## src/rtl/serial_adder.sv

```systemverilog
`timescale 1ns/1ps
`default_nettype none
// serial_adder: multi-cycle LSB-first adder/subtractor, SLICE bits per clock.
// Rev 1.0
module serial_adder #(
  parameter int WIDTH = 8,
  parameter int SLICE = 1
) (
  input  logic             clk,
  input  logic             rst,
  input  logic             start,
  input  logic             sub,
  input  logic [WIDTH-1:0] a,
  input  logic [WIDTH-1:0] b,
  input  logic             cin,
  output logic             busy,
  output logic             done,
  output logic [WIDTH-1:0] sum,
  output logic             cout,
  output logic             overflow
);

  localparam int N  = WIDTH / SLICE;
  localparam int CW = (N > 1) ? $clog2(N) : 1;
  localparam logic [CW-1:0] C_LAST = CW'(N - 1);

  typedef enum logic [1:0] {
    S_IDLE = 2'd0,
    S_RUN  = 2'd1,
    S_DONE = 2'd2
  } state_t;

  state_t           r_state;
  state_t           w_next;
  logic [WIDTH-1:0] r_a;
  logic [WIDTH-1:0] r_b;
  logic [WIDTH-1:0] r_acc;
  logic [WIDTH-1:0] r_sum;
  logic             r_c;
  logic             r_cout;
  logic             r_ovf;
  logic [CW-1:0]    r_cnt;

  logic [SLICE:0]   w_slice;
  logic             w_cmsb;
  logic             w_accept;
  logic             w_last;
  logic [WIDTH-1:0] w_ins;
  logic [WIDTH-1:0] w_acc_next;

  assign w_slice    = {1'b0, r_a[SLICE-1:0]} + {1'b0, r_b[SLICE-1:0]} + {{SLICE{1'b0}}, r_c};
  // Carry into the slice MSB recovered from its sum bit and operand bits.
  assign w_cmsb     = r_a[SLICE-1] ^ r_b[SLICE-1] ^ w_slice[SLICE-1];
  assign w_ins      = WIDTH'(w_slice[SLICE-1:0]) << (WIDTH - SLICE);
  assign w_acc_next = (r_acc >> SLICE) | w_ins;
  assign w_accept   = start && (r_state != S_RUN);
  assign w_last     = (r_state == S_RUN) && (r_cnt == C_LAST);

  always_comb begin
    w_next = r_state;
    case (r_state)
      S_IDLE:  if (start) w_next = S_RUN;
      S_RUN:   if (w_last) w_next = S_DONE;
      S_DONE:  w_next = start ? S_RUN : S_IDLE;
      default: w_next = S_IDLE;
    endcase
  end

  always_ff @(posedge clk or posedge rst) begin
    if (rst) begin
      r_state <= S_IDLE;
      r_a     <= '0;
      r_b     <= '0;
      r_acc   <= '0;
      r_sum   <= '0;
      r_c     <= 1'b0;
      r_cout  <= 1'b0;
      r_ovf   <= 1'b0;
      r_cnt   <= '0;
    end else begin
      r_state <= w_next;
      if (w_accept) begin
        r_a   <= a;
        r_b   <= sub ? ~b : b;
        r_c   <= cin ^ sub;
        r_cnt <= '0;
      end else if (r_state == S_RUN) begin
        r_a   <= r_a >> SLICE;
        r_b   <= r_b >> SLICE;
        r_c   <= w_slice[SLICE];
        r_acc <= w_acc_next;
        r_cnt <= r_cnt + CW'(1);
        // Visible result only changes on the final slice.
        if (w_last) begin
          r_sum  <= w_acc_next;
          r_cout <= w_slice[SLICE];
          r_ovf  <= w_cmsb ^ w_slice[SLICE];
        end
      end
    end
  end

  assign busy     = (r_state == S_RUN);
  assign done     = (r_state == S_DONE);
  assign sum      = r_sum;
  assign cout     = r_cout;
  assign overflow = r_ovf;

endmodule
`default_nettype wire

```

## config.mk

```make
export PLATFORM = sky130hd
export DESIGN_NAME = serial_adder
export DESIGN_NICKNAME = d
export VERILOG_FILES = /design/src/rtl/serial_adder.sv
export SDC_FILE = /design/constraint.sdc
export NUM_CORES = 1
export LEC_CHECK = 0
export BUFFER_PORTS_ARGS = -buffer_cell sky130_fd_sc_hd__buf_2
export CORE_UTILIZATION = 49
export CTS_BUF_LIST = sky130_fd_sc_hd__clkbuf_8 sky130_fd_sc_hd__clkbuf_16
export CTS_CLUSTER_DIAMETER = 30
export CTS_CLUSTER_SIZE = 30
export DETAILED_ROUTE_END_ITERATION = 8
export GPL_TIMING_DRIVEN = 0
export PLACE_DENSITY = 0.74
export RECOVER_POWER = 50
export SLEW_MARGIN = 20
export SYNTH_ARGS = -nofsm -noshare
export SYNTH_HDL_FRONTEND = slang
export SYNTH_SLANG_ARGS = --single-unit
```

## constraint.sdc

```tcl
create_clock -name clk -period 1.7 [get_ports clk]
set_clock_uncertainty 0.15 [all_clocks]
set_input_delay 0.17 -clock clk [delete_from_list [all_inputs] [get_ports clk]]
set_output_delay 0.17 -clock clk [all_outputs]
set_load 0.005 [all_outputs]
```

==> results of run 1 <==
-- cell usage after synthesis, types with 3 or more instances --
library cell  instances  share of area
mux2i_1              16          0.089
o21ai_0              19          0.053
xnor2_1               4          0.019
dfrtp_1              39           0.54
inv_1                 3         0.0062
buf_4                 4          0.017
nand2_1              41          0.085
mux2_4                7          0.058
xor2_1                8          0.039
-- through the flow --
step                      power [mW]  utilization  hold slack (ns)  area [sq um]  setup WS, ns
after floorplan                 2.48            -            0.176          1800         0.108
after global placement          2.79        0.585            0.274          2010        0.0369
after detailed placement        2.88        0.590          -0.0866          2030      0.000234
after CTS                       3.82        0.637           0.0199          2190       0.00367
after global routing            4.07        0.638           0.0381          2190       0.00901
final                           3.78        0.638           0.0208          2190        0.0619
-- final cells by class --
| cell class | instances | area (sq um) | share of cell area |
|---|---|---|---|
| Buffer | 9 | 71.3 | 0.0325 |
| Clock buffer | 5 | 68.8 | 0.0314 |
| Clock inverter | 3 | 67.6 | 0.0308 |
| Inverter | 4 | 15.0 | 0.00684 |
| Multi-Input combinational cell | 108 | 748 | 0.341 |
| Sequential cell | 39 | 977 | 0.445 |
| Tap cell | 46 | 57.6 | 0.0262 |
| Timing Repair Buffer | 33 | 189 | 0.0861 |
-- worst max-delay path: stages (launching register included) --
cell,delay [ns]
dfrtp_1,0.40
ha_1,0.21
ha_2,0.20
nand3b_4,0.10
buf_8,0.15
mux2_4,0.31
-- kinds of logic (layout without fill, tap and decap cells) --
family	after synthesis	in the layout	synth area share
AOI/OAI and AO/OA	21	21	0.0603
muxes	25	25	0.159
and+or+nand+nor	47	47	0.110
buffers and inverters	13	54	0.0458
adders and majority gates	3	3	0.0250
DFF	39	39	0.541
xor gates and xnor gates	12	12	0.0583
-- sequential cells by signal, summed over array words and instances (netlist names) --
register / count
sum: 8
r_state: 2
r_acc: 7
r_cnt: 3
r_c: 1
r_b: 8
cout: 1
r_a: 8
overflow: 1
-- timing repair --
item                                    CTS  global route
endpoints found under the setup margin    4             8
hold endpoints to repair                 40             0
resized for setup                         1             2
pin swaps                                 0             1
hold buffers                              2             0
gates cloned                              0             0
-- report_power, final --
| part | switching [mW] | internal [mW] | total, mW |
|---|---|---|---|
| Sequential | 0.248 | 1.32 | 1.57 |
| Combinational | 0.639 | 0.636 | 1.27 |
| Clock | 0.350 | 0.585 | 0.935 |
-- metal layers --
metal  up-vias  part of all wire  GRT usage
li1        604                 -          -
met1       592              0.44      0.220
met2        31              0.50      0.349
met3         8             0.040     0.0511
met4         0             0.024      0.105
met5         -                 0          0
-- worst max path at each step --
stage,to,slack (ns),depth (start not counted)
floorplan,overflow,0.11,4
global placement,r_a[4],0.04,2
detailed placement,cout,0.0002,5
CTS,cout,0.004,5
global route,busy,0.009,4
finish,cout,0.06,5
==> flow_metrics.tcl, run 1 <==
set metrics [dict create \
    status "finished, final reports clean" \
    crit_path_start_kind "flip-flop" \
    min_path_cells 3 \
    synth-seq-area-share 0.541 \
    path_class "reg -> reg" \
    worst_ep_arrival_time_ns 1.68 \
    worstSkewPairLatency_ns 0.30 \
    rsz0062_at_grt "no" \
    buffer_ports.inserted 30 \
    ios 33 \
    crit_path_end_kind "flip-flop" \
    tns_ns 0 \
    viasPerCell 5.00 \
    mostFrequentLayoutCells "nand2_1, dfrtp_1, buf_2" \
    final_cells 247 \
    drive_above_1_share 0.299 \
    worstRegToRegCells 5 \
    tritoncts "done" \
    hold_viol 0 \
    fin_crit_ns 1.64 \
    cp.required_ns 1.74 \
    avgSynthCellArea_sq_um 11.3 \
    hold_class "in -> reg" \
    hold_path.startpoint "a[5]" \
    synth_cells 160 \
    drt-total-wl_um 3310 \
    whs_endpoint "r_a[5]" \
    p_leak_nw 1.15 \
    ant_nets 0 \
    netlist_area_sq_um 1800 \
    fin_nets 224 \
    ys.flop_type "dfrtp_1" \
    layout-area-overhead-vs-synth_pct 21.6 \
    power_density_nw_per_um2 1720 \
    htreeDepth 2 \
    dp_hpwl_um 2360 \
    startpoint "r_cnt[0]" \
    num_rows 21 \
    grt_pass1_vias 1305 \
    firstDrtPassIters 4 \
    antenna_found_initial 0 \
    max_freq_mhz 610 \
    vdd_ir_drop_max_mv 0.825 \
    timing.final.crit_share 0.964 \
    coreArea_sq_um 3440 \
    reg2reg_slack_ns 0.06 \
    post-route-drc-count 0 \
    synth_enable_flop_cells 0 \
    r2r_start "r_cnt[0]" \
    numCtsBuffers 5 \
    clock_path_buffers 2 \
    die-area_sq_um 3930 \
    num_vias 1235 \
    cts_setup_buffers 0 \
    clkTransAtPathRegs_ns 0.08 \
    tightest_slew_ns 0.266 \
    grt_pass1_wl_um 5930 \
    overflow 0 \
    r2r_end "cout" \
    grt_start_max_net_pins 35 \
    finalWeightedCongestion 0.725 \
    slew_viol_final 0 \
    root_buffer "clkbuf_8" \
    synth_warnings 0 \
    async_flop_share 1.00 \
    final_common_cell "nand2_1" \
    relSlewSlack 0.822 \
    routedWlPerCell_um 13.4 \
    die_h_um 62.7 \
    drv_cap 0 \
    diodes 0 \
    place_inst 237 \
    ys_types 23 \
    syn_nets 184 \
    track_usage 0.199 \
    drtIter0Drc 57 \
    fillers 290 \
    dieWidth_um 62.7 \
    start_util 0.524 \
    clock-sinks 39 \
    cp_max_fo 10 \
    synth_seq_cells 39 \
    setup_viol_count_final 0 \
]
Note: power is estimated with default switching activity, not from simulation.
==> inputs of run 2 (changes only) <==
==> constraint.sdc (replaced) <==
create_clock -name clk -period 1.4 [get_ports clk]
set_clock_uncertainty 0.15 [all_clocks]
set_input_delay 0.14 -clock clk [delete_from_list [all_inputs] [get_ports clk]]
set_output_delay 0.14 -clock clk [all_outputs]
set_load 0.005 [all_outputs]
==> flow_metrics.tcl, run 2 (synthesis gave the netlist of run 1 again) <==
set metrics [dict create \
    status "finished with violations" \
    failed_checks "negative setup slack" \
    p_int_mw 3.32 \
    vdd_ir_drop_max_mv 1.09 \
    worstPathCellList "ha_2, ha_4, nand3b_4, buf_8, mux2_4" \
    slew_viol_final 0 \
    grt_pass1_vias 1361 \
    cp.required_ns 1.43 \
    timing.final.crit_share 1.13 \
    relSlewSlack 0.683 \
    hold_path.startpoint "a[2]" \
    worstSkewPairLatency_ns 0.29 \
    tritoncts "done" \
    firstDrtPassIters 4 \
    num_rows 21 \
    hold_class "in -> reg" \
    slowest_stage "dfrtp_1" \
    overflow 0 \
    drt-total-wl_um 3430 \
    final_common_cell "nand2_1" \
    p_leak_nw 1.26 \
    viasPerCell 4.92 \
    path_buf_inv 1 \
    coreArea_sq_um 3440 \
    rsz0062_at_grt "yes" \
    p_comb_frac 0.417 \
    clock_path_buffers 2 \
    power.switching_mw 1.59 \
    buffer_ports.inserted 30 \
    crit_family "flip-flops" \
    fin_crit_ns 1.58 \
    path_class "reg -> reg" \
    drive_above_1_share 0.356 \
    place_inst 237 \
    layout-area-overhead-vs-synth_pct 32.8 \
    fin_nets 242 \
    worst_ep_arrival_time_ns 1.61 \
    cp_slowest_stage_delay_ns 0.39 \
    final_cells 265 \
    drv_cap 0 \
    ios 33 \
    p_sw_frac 0.324 \
    p_total_mw 4.92 \
    startpoint "r_cnt[1]" \
    start_util 0.524 \
    root_buffer "clkbuf_8" \
    hold-worst-slack_ns 0.00184 \
    max_freq_mhz 631 \
    tightest_slew_ns 0.476 \
    die_h_um 62.7 \
    drtIter0Drc 46 \
    ant_nets 0 \
    antenna_found_initial 0 \
    grt_start_max_net_pins 37 \
    power_frac_clock 0.195 \
    finalWeightedCongestion 0.710 \
    numCtsBuffers 5 \
    mostFrequentLayoutCells "nand2_1, dfrtp_1, buf_2" \
    num_vias 1304 \
    timing.final.ws_setup_ns -0.184 \
    hold_viol 0 \
    dp_slack_ns -0.231 \
    diodes 0 \
    clkTransAtPathRegs_ns 0.07 \
    routedWlPerCell_um 12.9 \
    dieWidth_um 62.7 \
    power_density_nw_per_um2 2050 \
    die-area_sq_um 3930 \
    crit_path_start_kind "flip-flop" \
    htreeDepth 2 \
    crit_path_end_kind "flip-flop" \
    r2r_start "r_cnt[1]" \
    cp_max_fo 5 \
    dp_hpwl_um 2260 \
    final_core_util 0.696 \
    clock-sinks 39 \
    grt_pass1_wl_um 6070 \
    track_usage 0.203 \
    post-route-drc-count 0 \
    p_seq_frac 0.388 \
    setup_viol_count_final 11 \
]
[run 2: final cells by class]
class	instances	area (sq um)
clock buffers	6	82.6
well taps	46	57.6
inverters	4	15.0
clock inverters	2	35.0
multi-input cells	108	786
repair buffers	51	364
fillers	252	1050
plain buffers	9	80.1
flip-flops and latches	39	976
[run 2: timing repair]
action | 4_1_cts | 5_1_grt
endpoints found under the hold margin | 44 | 0
resized for setup | 6 | 13
setup buffers | 12 | 1
hold buffers | 6 | 0
setup endpoints to repair | 11 | 30
pin swaps | 2 | 2
gates cloned | 1 | 0
[run 2: stage by stage]
step | cell area (sq um) | setup TNS, ns
finish | 2400 | -1.80
global route | 2400 | -2.16
CTS | 2360 | -1.78
detailed placement | 2050 | -1.55
global placement | 2030 | -10.17
floorplan | 1820 | -0.848
[run 2: worst paths after layout]
check                            to  slack, ns  cells past startpoint
setup reg to reg             sum[2]      -0.18                      5
hold reg to reg            r_acc[1]       0.34                      2
max in group asynchronous  r_cnt[1]       0.27                      4
min in group asynchronous    sum[1]       0.12                      3
hold / removal               r_a[2]      0.002                      3
setup / recovery             sum[2]      -0.18                      5
[run 2: worst min-delay path: cells and delay by family]
kind	cells	cell delay [ns]
AO/OA/AOI/OAI	1	0.12
buffers and inverters	1	0.08
multiplexers	1	0.06
[run 2: per-layer routing]
layer  routed length, um  track usage
met1                1480        0.232
met2                1770        0.359
met3                 154       0.0657
met4                  18       0.0581
met5                   0            0
[run 2: power groups by stage]
stage	Sequential (mW)	Clock [mW]	Combinational [mW]
after floorplan	1.88	0	1.16
after global placement	1.90	0	1.51
after detailed placement	1.94	0	1.59
after CTS	1.90	0.986	1.93
after global routing	1.96	1.05	2.30
final	1.91	0.959	2.05
